[src/rtl/snes_snooper_mp_if.sv]
`default_nettype none
// ---------------------------------------------------------------------------
// snes_snooper_mp_if : SNES joypad bus (shared latch/clock, one data line per port)
// Rev 1.0
// ---------------------------------------------------------------------------
interface snes_snooper_mp_if #(
  parameter int NUM_PORTS = 2
);
  logic                 snes_clk;
  logic                 snes_latch;
  logic [NUM_PORTS-1:0] snes_data;

  modport master (output snes_clk, output snes_latch, output snes_data);
  modport slave  (input  snes_clk, input  snes_latch, input  snes_data);
endinterface
`default_nettype wire

[src/rtl/snes_snooper_mp.sv]
`default_nettype none
// ---------------------------------------------------------------------------
// snes_snooper_mp : passive multi-port SNES joypad snooper (sync, deglitch, deserialise)
// Rev 1.0
// ---------------------------------------------------------------------------
module snes_snooper_mp #(
  parameter int NUM_PORTS  = 2,
  parameter int BITS       = 16,
  parameter int FILTER_LEN = 3,
  parameter int TIMEOUT    = 4096,
  parameter int INVERT     = 1,
  parameter int CNT_W      = 8
) (
  input  logic                      clk,
  input  logic                      rst_n,
  snes_snooper_mp_if.slave          bus,
  output logic [NUM_PORTS*BITS-1:0] state,
  output logic                      valid,
  output logic [NUM_PORTS-1:0]      changed,
  output logic [CNT_W-1:0]          frame_cnt,
  output logic                      err,
  output logic                      busy
);

  localparam int NS = NUM_PORTS + 2;
  localparam int FW = (FILTER_LEN > 1) ? $clog2(FILTER_LEN) : 1;
  localparam int IW = (BITS > 1) ? $clog2(BITS) : 1;
  localparam int TW = $clog2(TIMEOUT + 1);
  localparam logic INV = (INVERT != 0);
  // Bit order {data, clk, latch}; bus idles with data high, clock high, latch low
  localparam logic [NS-1:0] IDLE_LVL = {{NUM_PORTS{1'b1}}, 1'b1, 1'b0};

  typedef enum logic [1:0] {S_IDLE = 2'd0, S_LATCH = 2'd1, S_SHIFT = 2'd2} fsm_t;

  logic [NS-1:0] raw, sync1, sync2, filt, filt_q;
  logic          latch_rise, latch_fall, clk_fall;
  logic [NUM_PORTS-1:0] data_f;

  fsm_t                      fsm, fsm_n;
  logic [IW-1:0]             bit_idx, bit_idx_n;
  logic [TW-1:0]             timer, timer_n;
  logic [NUM_PORTS*BITS-1:0] shift, shift_n;
  logic [NUM_PORTS-1:0]      changed_n;
  logic                      commit, abort;

  assign raw = {bus.snes_data, bus.snes_clk, bus.snes_latch};

  always_ff @(posedge clk or negedge rst_n) begin
    if (!rst_n) begin
      sync1  <= IDLE_LVL;
      sync2  <= IDLE_LVL;
      filt_q <= IDLE_LVL;
    end else begin
      sync1  <= raw;
      sync2  <= sync1;
      filt_q <= filt;
    end
  end

  for (genvar s = 0; s < NS; s++) begin : g_filt
    logic [FW-1:0] cnt;
    logic          f;
    // cnt tracks consecutive samples that disagree with the current output
    always_ff @(posedge clk or negedge rst_n) begin
      if (!rst_n) begin
        cnt <= '0;
        f   <= IDLE_LVL[s];
      end else if (sync2[s] == f) begin
        cnt <= '0;
      end else if (cnt == FW'(FILTER_LEN - 1)) begin
        cnt <= '0;
        f   <= sync2[s];
      end else begin
        cnt <= cnt + FW'(1);
      end
    end
    assign filt[s] = f;
  end

  assign latch_rise = filt[0] & ~filt_q[0];
  assign latch_fall = ~filt[0] & filt_q[0];
  assign clk_fall   = ~filt[1] & filt_q[1];
  assign data_f     = filt[NS-1:2];
  assign busy       = (fsm != S_IDLE);

  always_comb begin
    fsm_n     = fsm;
    bit_idx_n = bit_idx;
    timer_n   = timer;
    shift_n   = shift;
    changed_n = changed;
    commit    = 1'b0;
    abort     = 1'b0;
    if (fsm != S_IDLE && timer != TW'(TIMEOUT)) timer_n = timer + TW'(1);
    case (fsm)
      S_IDLE: begin
        if (latch_rise) begin
          fsm_n   = S_LATCH;
          timer_n = '0;
        end
      end
      S_LATCH: begin
        if (timer == TW'(TIMEOUT)) begin
          abort = 1'b1;
          fsm_n = S_IDLE;
        end else if (latch_fall) begin
          fsm_n     = S_SHIFT;
          bit_idx_n = '0;
          timer_n   = '0;
        end
      end
      S_SHIFT: begin
        // A new latch takes priority over a coincident clock edge
        if (latch_rise) begin
          abort   = 1'b1;
          fsm_n   = S_LATCH;
          timer_n = '0;
        end else if (timer == TW'(TIMEOUT)) begin
          abort = 1'b1;
          fsm_n = S_IDLE;
        end else if (clk_fall) begin
          for (int p = 0; p < NUM_PORTS; p++) begin
            for (int i = 0; i < BITS; i++) begin
              if (bit_idx == IW'(i)) shift_n[p*BITS + i] = data_f[p] ^ INV;
            end
          end
          timer_n = '0;
          if (bit_idx == IW'(BITS - 1)) begin
            commit    = 1'b1;
            fsm_n     = S_IDLE;
            bit_idx_n = '0;
            for (int p = 0; p < NUM_PORTS; p++) begin
              changed_n[p] = (shift_n[p*BITS +: BITS] != state[p*BITS +: BITS]);
            end
          end else begin
            bit_idx_n = bit_idx + IW'(1);
          end
        end
      end
      default: fsm_n = S_IDLE;
    endcase
  end

  always_ff @(posedge clk or negedge rst_n) begin
    if (!rst_n) begin
      fsm       <= S_IDLE;
      bit_idx   <= '0;
      timer     <= '0;
      shift     <= '0;
      state     <= '0;
      valid     <= 1'b0;
      changed   <= '0;
      frame_cnt <= '0;
      err       <= 1'b0;
    end else begin
      fsm     <= fsm_n;
      bit_idx <= bit_idx_n;
      timer   <= timer_n;
      shift   <= shift_n;
      valid   <= commit;
      err     <= abort;
      changed <= changed_n;
      if (commit) begin
        state     <= shift_n;
        frame_cnt <= frame_cnt + CNT_W'(1);
      end
    end
  end

endmodule
`default_nettype wire

[src/flat_wrapper.sv]
// flat-port wrapper written by rule: the top's interface ports become plain ports
module snes_snooper_mp_flat 
#(
  parameter int NUM_PORTS  = 2,
  parameter int BITS       = 16,
  parameter int FILTER_LEN = 3,
  parameter int TIMEOUT    = 4096,
  parameter int INVERT     = 1,
  parameter int CNT_W      = 8
)
  (clk, rst_n, state, valid, changed, frame_cnt, err, busy, bus_snes_clk, bus_snes_latch, bus_snes_data);
  snes_snooper_mp_if #(.NUM_PORTS(NUM_PORTS)) bus_i ();
  input  logic clk;
  input  logic rst_n;
  output logic [NUM_PORTS*BITS-1:0] state;
  output logic valid;
  output logic [NUM_PORTS-1:0] changed;
  output logic [CNT_W-1:0] frame_cnt;
  output logic err;
  output logic busy;
  input wire logic [$bits(bus_i.snes_clk)-1:0] bus_snes_clk;
  input wire logic [$bits(bus_i.snes_latch)-1:0] bus_snes_latch;
  input wire logic [$bits(bus_i.snes_data)-1:0] bus_snes_data;
  assign bus_i.snes_clk = bus_snes_clk;
  assign bus_i.snes_latch = bus_snes_latch;
  assign bus_i.snes_data = bus_snes_data;
  snes_snooper_mp #(.NUM_PORTS(NUM_PORTS), .BITS(BITS), .FILTER_LEN(FILTER_LEN), .TIMEOUT(TIMEOUT), .INVERT(INVERT), .CNT_W(CNT_W)) u_core (.clk(clk), .rst_n(rst_n), .bus(bus_i), .state(state), .valid(valid), .changed(changed), .frame_cnt(frame_cnt), .err(err), .busy(busy));
endmodule
[config.mk]
export PLATFORM = sky130hd
export DESIGN_NAME = snes_snooper_mp_flat
export DESIGN_NICKNAME = d
export VERILOG_FILES = /design/src/rtl/snes_snooper_mp_if.sv /design/src/rtl/snes_snooper_mp.sv /design/src/flat_wrapper.sv
export SDC_FILE = /design/constraint.sdc
export NUM_CORES = 1
export LEC_CHECK = 0
export CAP_MARGIN = 20
export CORE_ASPECT_RATIO = 1.75
export CORE_MARGIN = 5
export CORE_UTILIZATION = 58
export DETAILED_ROUTE_END_ITERATION = 8
export PLACE_DENSITY = 0.8
export REMOVE_ABC_BUFFERS = 1
export SETUP_SLACK_MARGIN = 0.1
export SYNTH_ARGS = -nofsm -noshare
export SYNTH_HDL_FRONTEND = slang
export SYNTH_SLANG_ARGS = --single-unit
[constraint.sdc]
create_clock -name clk -period 2.9 [get_ports clk]
set_input_delay 0.435 -clock clk [delete_from_list [all_inputs] [get_ports clk]]
set_output_delay 0.435 -clock clk [all_outputs]
set_load 0.02 [all_outputs]
After elaboration in Yosys (flattened, before gate mapping)

Index checks and enable logic that the tools add are counted.

Logic and storage cells: 294
Output and inout port bits: 45
Register bits after elaboration: 117
Bits of input ports: 6

$add $sub $neg: 7
Bitwise operators: 14
Muxes and demuxes: 203
Eq/ne operators: 38
Reductions and logical operators: 12

Operators by type and width:

| operator                                              | number |
|---|---|
| 2-to-1 mux 1 bit                                      | 167 |
| 2-to-1 mux 32 bit                                     | 4 |
| 2-to-1 mux 13 bit                                     | 7 |
| case mux 13 bit (3 select lines)                      | 1 |
| equality test 4 bit, second input constant            | 8 |
| inequality test 16 bit                                | 2 |
| 2-to-1 mux 2 bit                                      | 15 |
| 2-to-1 mux 4 bit                                      | 6 |
| equality test 4 x 3 -> 1 bit, second input constant   | 4 |
| adder 13 x 1 -> 13 bit, second input constant         | 1 |
| equality test 13 bit, second input constant           | 1 |
| inequality test 13 bit, second input constant         | 1 |
| inverter 1 bit                                        | 11 |
| equality test 2 bit, second input constant            | 5 |
| adder 2 x 1 -> 2 bit, second input constant           | 4 |
| adder 8 x 1 -> 8 bit, second input constant           | 1 |
| equality test 4 x 2 -> 1 bit, second input constant   | 2 |
| inequality test 4 x 1 -> 1 bit, second input constant | 2 |
| case mux 4 bit (2 select lines)                       | 1 |
| AND reduction 2 bit                                   | 4 |
| inequality test 2 x 1 -> 1 bit, second input constant | 3 |
| inequality test 2 bit, second input constant          | 3 |
| case mux 2 bit (3 select lines)                       | 1 |
| AND reduction 6 bit                                   | 1 |
| other kinds (13)                                      | 19 |

Longest topological paths before layout

Depth after elaboration: 10
Depth in mapped cells: 10
Mapped depth without buffers: 9

Least setup slack after synthesis

OpenSTA, ideal clock, no wires.

Path type: reg2reg
Start point: register u_core.bit_idx[0]
End point: register u_core.changed[0]
Stages on the path, launching flop included: 11
Clock period less this slack: 2.474 ns
Setup slack: 0.426 ns
Required time: 2.761 ns
Library setup time: 0.139 ns
Buffers on the path: 2
Data arrival time: 2.336 ns
Path through: dfrtp_1 inv_1 ha_1 buf_4 or3b_1 buf_2 a32oi_1 o311ai_1 or4_1 nor4_2 a21oi_1

Longest elaborated chain between the ends: 7
Elaborated cells between the ends (all ways): 98
Those cells by class: 16 x eq/ne; 80 x mux; 2 x reduce/logical

Ends and longest elaborated chain:

| element                                              | RTL line               | source |
|---|---|---|
| start: declaration                                   | snes_snooper_mp.sv:40  | `logic [IW-1:0] bit_idx, bit_idx_n;` |
| start signal: assignment                             | snes_snooper_mp.sv:157 | `bit_idx <= bit_idx_n;` |
| equality test 4 x 1 -> 1 bit (tied with other cells) | snes_snooper_mp.sv:124 | `if (bit_idx == IW'(i)) shift_n[p*BITS + i] = data_f[p] ^ INV;` |
| 2-to-1 mux 1 bit                                     | snes_snooper_mp.sv:124 |  |
| 2-to-1 mux 1 bit                                     | snes_snooper_mp.sv:121 | `end else if (clk_fall) begin` |
| 2-to-1 mux 1 bit                                     | snes_snooper_mp.sv:118 | `end else if (timer == TW'(TIMEOUT)) begin` |
| 2-to-1 mux 1 bit                                     | snes_snooper_mp.sv:114 | `if (latch_rise) begin` |
| 2-to-1 mux 1 bit                                     | snes_snooper_mp.sv:95  | `case (fsm)` |
| inequality test 16 bit                               | snes_snooper_mp.sv:133 | `changed_n[p] = (shift_n[p*BITS +: BITS] != state[p*BITS +: BITS]);` |
| end signal: assignment                               | snes_snooper_mp.sv:162 | `changed <= changed_n;` |
| end: declaration                                     | snes_snooper_mp.sv:19  | `output logic [NUM_PORTS-1:0] changed,` |

Parallel ways exist; a longest one is shown, timed or not. The select of a mux whose other input is x is not followed.
A chain may end at the register's enable or synchronous reset.

Worst setup path in the final report

Start point: register u_core.bit_idx[1]
End point: register u_core.changed[0]

The elaborated chain is that of the path after synthesis.

==> reports/summary.txt <==
Slew Limit Fails: 0
Slew Limit Headroom: 0.604
Ys Warns: 0
PortBufs: 50
Ys async rst share: 1.00
Final core occ: 0.719
Unique masters post-synth: 52
Post-CTS Setup Bufs: 0
GRT Overall Usage: 0.250
Vias per cell: 5.96
Routed WL: 14200 um
Setup-failing EPs final: 0
Startpoint types: register
Number of max-cap violations: 0
Worst Skew: 0.00743 ns
Synthesized area per cell: 10.0 um^2
Crit-path max FO: 7
Worst path slowest cell: or4_1
Die Ht: 143 um
Die Wd: 85.9 um
Least-Margin Pin Slew: 0.589 ns
Drt drc: 0
CTS tree: built
CTS HTree Levels: 4
Sequential fraction of the synthesis area: 0.502
VDD IR max: 0.462 mV
Post-route ant nets: 0
Status: completed
Post-DP HPWL: 9930 um
Fill count: 723
I/O Pins: 51
Num CTS Buffers: 17
Tmin final: 2.64 ns
Post-Synthesis Cell Area: 5850 um^2
NumNets Final: 656
Share of cells above drive strength 1: 0.143
Num rows: 48
Total leakage power: 3.22 nW
Core footprint: 9850 um^2
Gate Count Post-Synth: 585
Largest net degree at the start of global routing: 54
Gr ovfl total: 0
CP endpoint kind: register
CTS clk-pin slew, worst paths: 0.05 ns
#FFs+latches synth: 117
Via Count: 4629
Fin cells: 777
Post-synth top flop: dfrtp_1
Wirelength per Cell: 18.3 um
Final Hold Fails: 0
Number of synthesized flops with an enable pin: 0
Cell Pwr Density: 726 nW/um^2
Worst skew pair latency: 0.41 ns
DRT Pass-1 Iters: 5
Initial antenna violation count: 0
First-pass GRT wire length: 23900 um
Crit Path Category: reg2reg
Root Buffer: clkbuf_16
CTS sink count: 117
Fmax: 0.379 GHz
CP arrival: 2.91 ns
CTS Buffer Depth: 2
Die ar.: 12300 um^2
Area Growth Syn to Fin: 21.0%
GP Congestion: 0.925
Largest stage delay on the critical path: 0.55 ns
Diode count: 0
HP Class: reg2reg
DP Cell Count: 744
Critical path cell sequence: inv_1 > ha_1 > or3b_1 > a32oi_1 > o311ai_1 > or4_1 > nor4_2 > a21oi_1
Required @ worst endpoint: 3.17 ns
RSZ-0062 raised after global routing: no
Final Cycle Share: 0.910
Vias in the first global route: 4882
Initial core utilization: 0.594
Iteration-0 DRC Markers: 379
## per-layer routing
layer	part of all wire	routed length (um)	up-vias	GRT usage
met2	0.52	7390	165	0.435
met4	0.047	668	0	0.141
li1	-	-	2137	-
met3	0.046	654	50	0.0514
met1	0.39	5480	2277	0.281
met5	0	0	-	0
## path summary, 6_finish.rpt
check / start / to / slack (ns) / cells past startpoint
worst max-delay path: u_core.bit_idx[1] / u_core.changed[0] / 0.26 / 8
worst min-delay path: u_core.sync1[1] / u_core.sync2[1] / 0.35 / 0
worst max register to register: u_core.bit_idx[1] / u_core.changed[0] / 0.26 / 8
worst min register to register: u_core.sync1[1] / u_core.sync2[1] / 0.35 / 0
max in group asynchronous: rst_n / u_core.shift[21] / 1.61 / 3
min in group asynchronous: rst_n / u_core.g_filt[1].cnt[0] / 0.52 / 2
## state kept, by name, summed over array words and instances, names as in the netlist
name,flops
u_core.sync1,4
u_core.changed,2
u_core.g_filt.f,4
u_core.err,1
u_core.frame_cnt,8
u_core.valid,1
u_core.state,32
u_core.filt_q,2
u_core.g_filt.cnt,8
u_core.bit_idx,4
u_core.shift,32
u_core.sync2,4
u_core.timer,13
u_core.fsm,2
## kinds of logic (layout without fill, tap and decap cells)
kind of cell	after synthesis	count (layout)	share of synthesized area
simple gates	196	196	0.160
flops	117	117	0.502
compound gates	108	108	0.114
buf+inv	57	124	0.0404
xor+xnor	49	49	0.0733
mux	47	47	0.0868
fa+ha+maj	11	11	0.0235
## metrics by stage
stage	setup slack [ns]	cell area [um^2]	hold slack, ns	setup TNS (ns)	total power (W)
2_1_floorplan	-0.199	5710	0.139	-0.583	0.00270
3_5_place_dp	0.304	6500	0.347	0	0.00313
6_report	0.262	7080	0.354	0	0.00514
5_1_grt	0.113	7080	0.355	0	0.00538
3_3_place_gp	0.355	6500	0.336	0	0.00308
4_1_cts	0.257	7080	0.355	0	0.00515
## worst max-delay path, delay by kind of cell (launching register included)
family          cells  cell delay (ns)
flops               1             0.42
compound gates      3             0.47
buf+inv             1             0.14
simple gates        3             1.24
fa+ha+maj           1             0.23
## placed cells by master (no fill, tap or decap), types with 3 or more instances in the layout
cell,n
xor2_1,27
a22oi_1,6
inv_1,23
mux2i_1,17
nand3b_1,9
buf_4,17
o21ai_0,38
nand4_1,7
and3_1,4
dfstp_2,10
a32oi_1,4
a211oi_1,8
nand2_1,50
nand2b_1,3
nor3_1,8
nor4_1,3
nor2_1,71
nor3b_1,4
clkbuf_16,17
xnor2_1,22
clkdlybuf4s50_1,49
nor2b_1,4
clkbuf_1,3
ha_1,10
clkinv_2,6
dfrtp_1,107
mux2_2,30
a31oi_1,4
o22ai_1,5
a21oi_1,25
or3b_1,3
nand3_1,18
## power by group
part | switching, W | leakage (nW) | internal (W)
logic | 0.000753 | 1.37 | 0.000436
clock network | 0.000711 | 0.279 | 0.00130
registers | 0.000132 | 1.57 | 0.00181
## cell usage after synthesis, drive strengths merged (8+ instances only)
cell | number | area share
dfrtp | 107 | 0.46
nor2 | 71 | 0.046
nand2 | 50 | 0.032
o21ai | 38 | 0.032
mux2 | 30 | 0.058
xor2 | 27 | 0.040
a21oi | 25 | 0.021
inv | 24 | 0.015
clkbuf | 23 | 0.015
xnor2 | 22 | 0.033
nand3 | 18 | 0.015
mux2i | 17 | 0.029
ha | 11 | 0.024
buf | 10 | 0.010
dfstp | 10 | 0.045
nand3b | 9 | 0.012
a211oi | 8 | 0.010
nor3 | 8 | 0.0068
## area by class of cell
cell class              count  area (um^2)  area share
clock buffers              22          464      0.0655
inverters                  24         90.1      0.0127
multi-input cells         411         2680       0.378
flip-flops and latches    117         2940       0.415
well taps                 125          156      0.0221
clock inverters            10          105      0.0148
repair buffers             68          648      0.0915
## what timing repair did
action / in CTS / in global routing
hold buffers: 1 / 0
endpoints found under the hold margin: 26 / 0
endpoints found under the setup margin: 0 / 1
gates resized for setup: 0 / 1
Power figures use the tool's default switching activity.
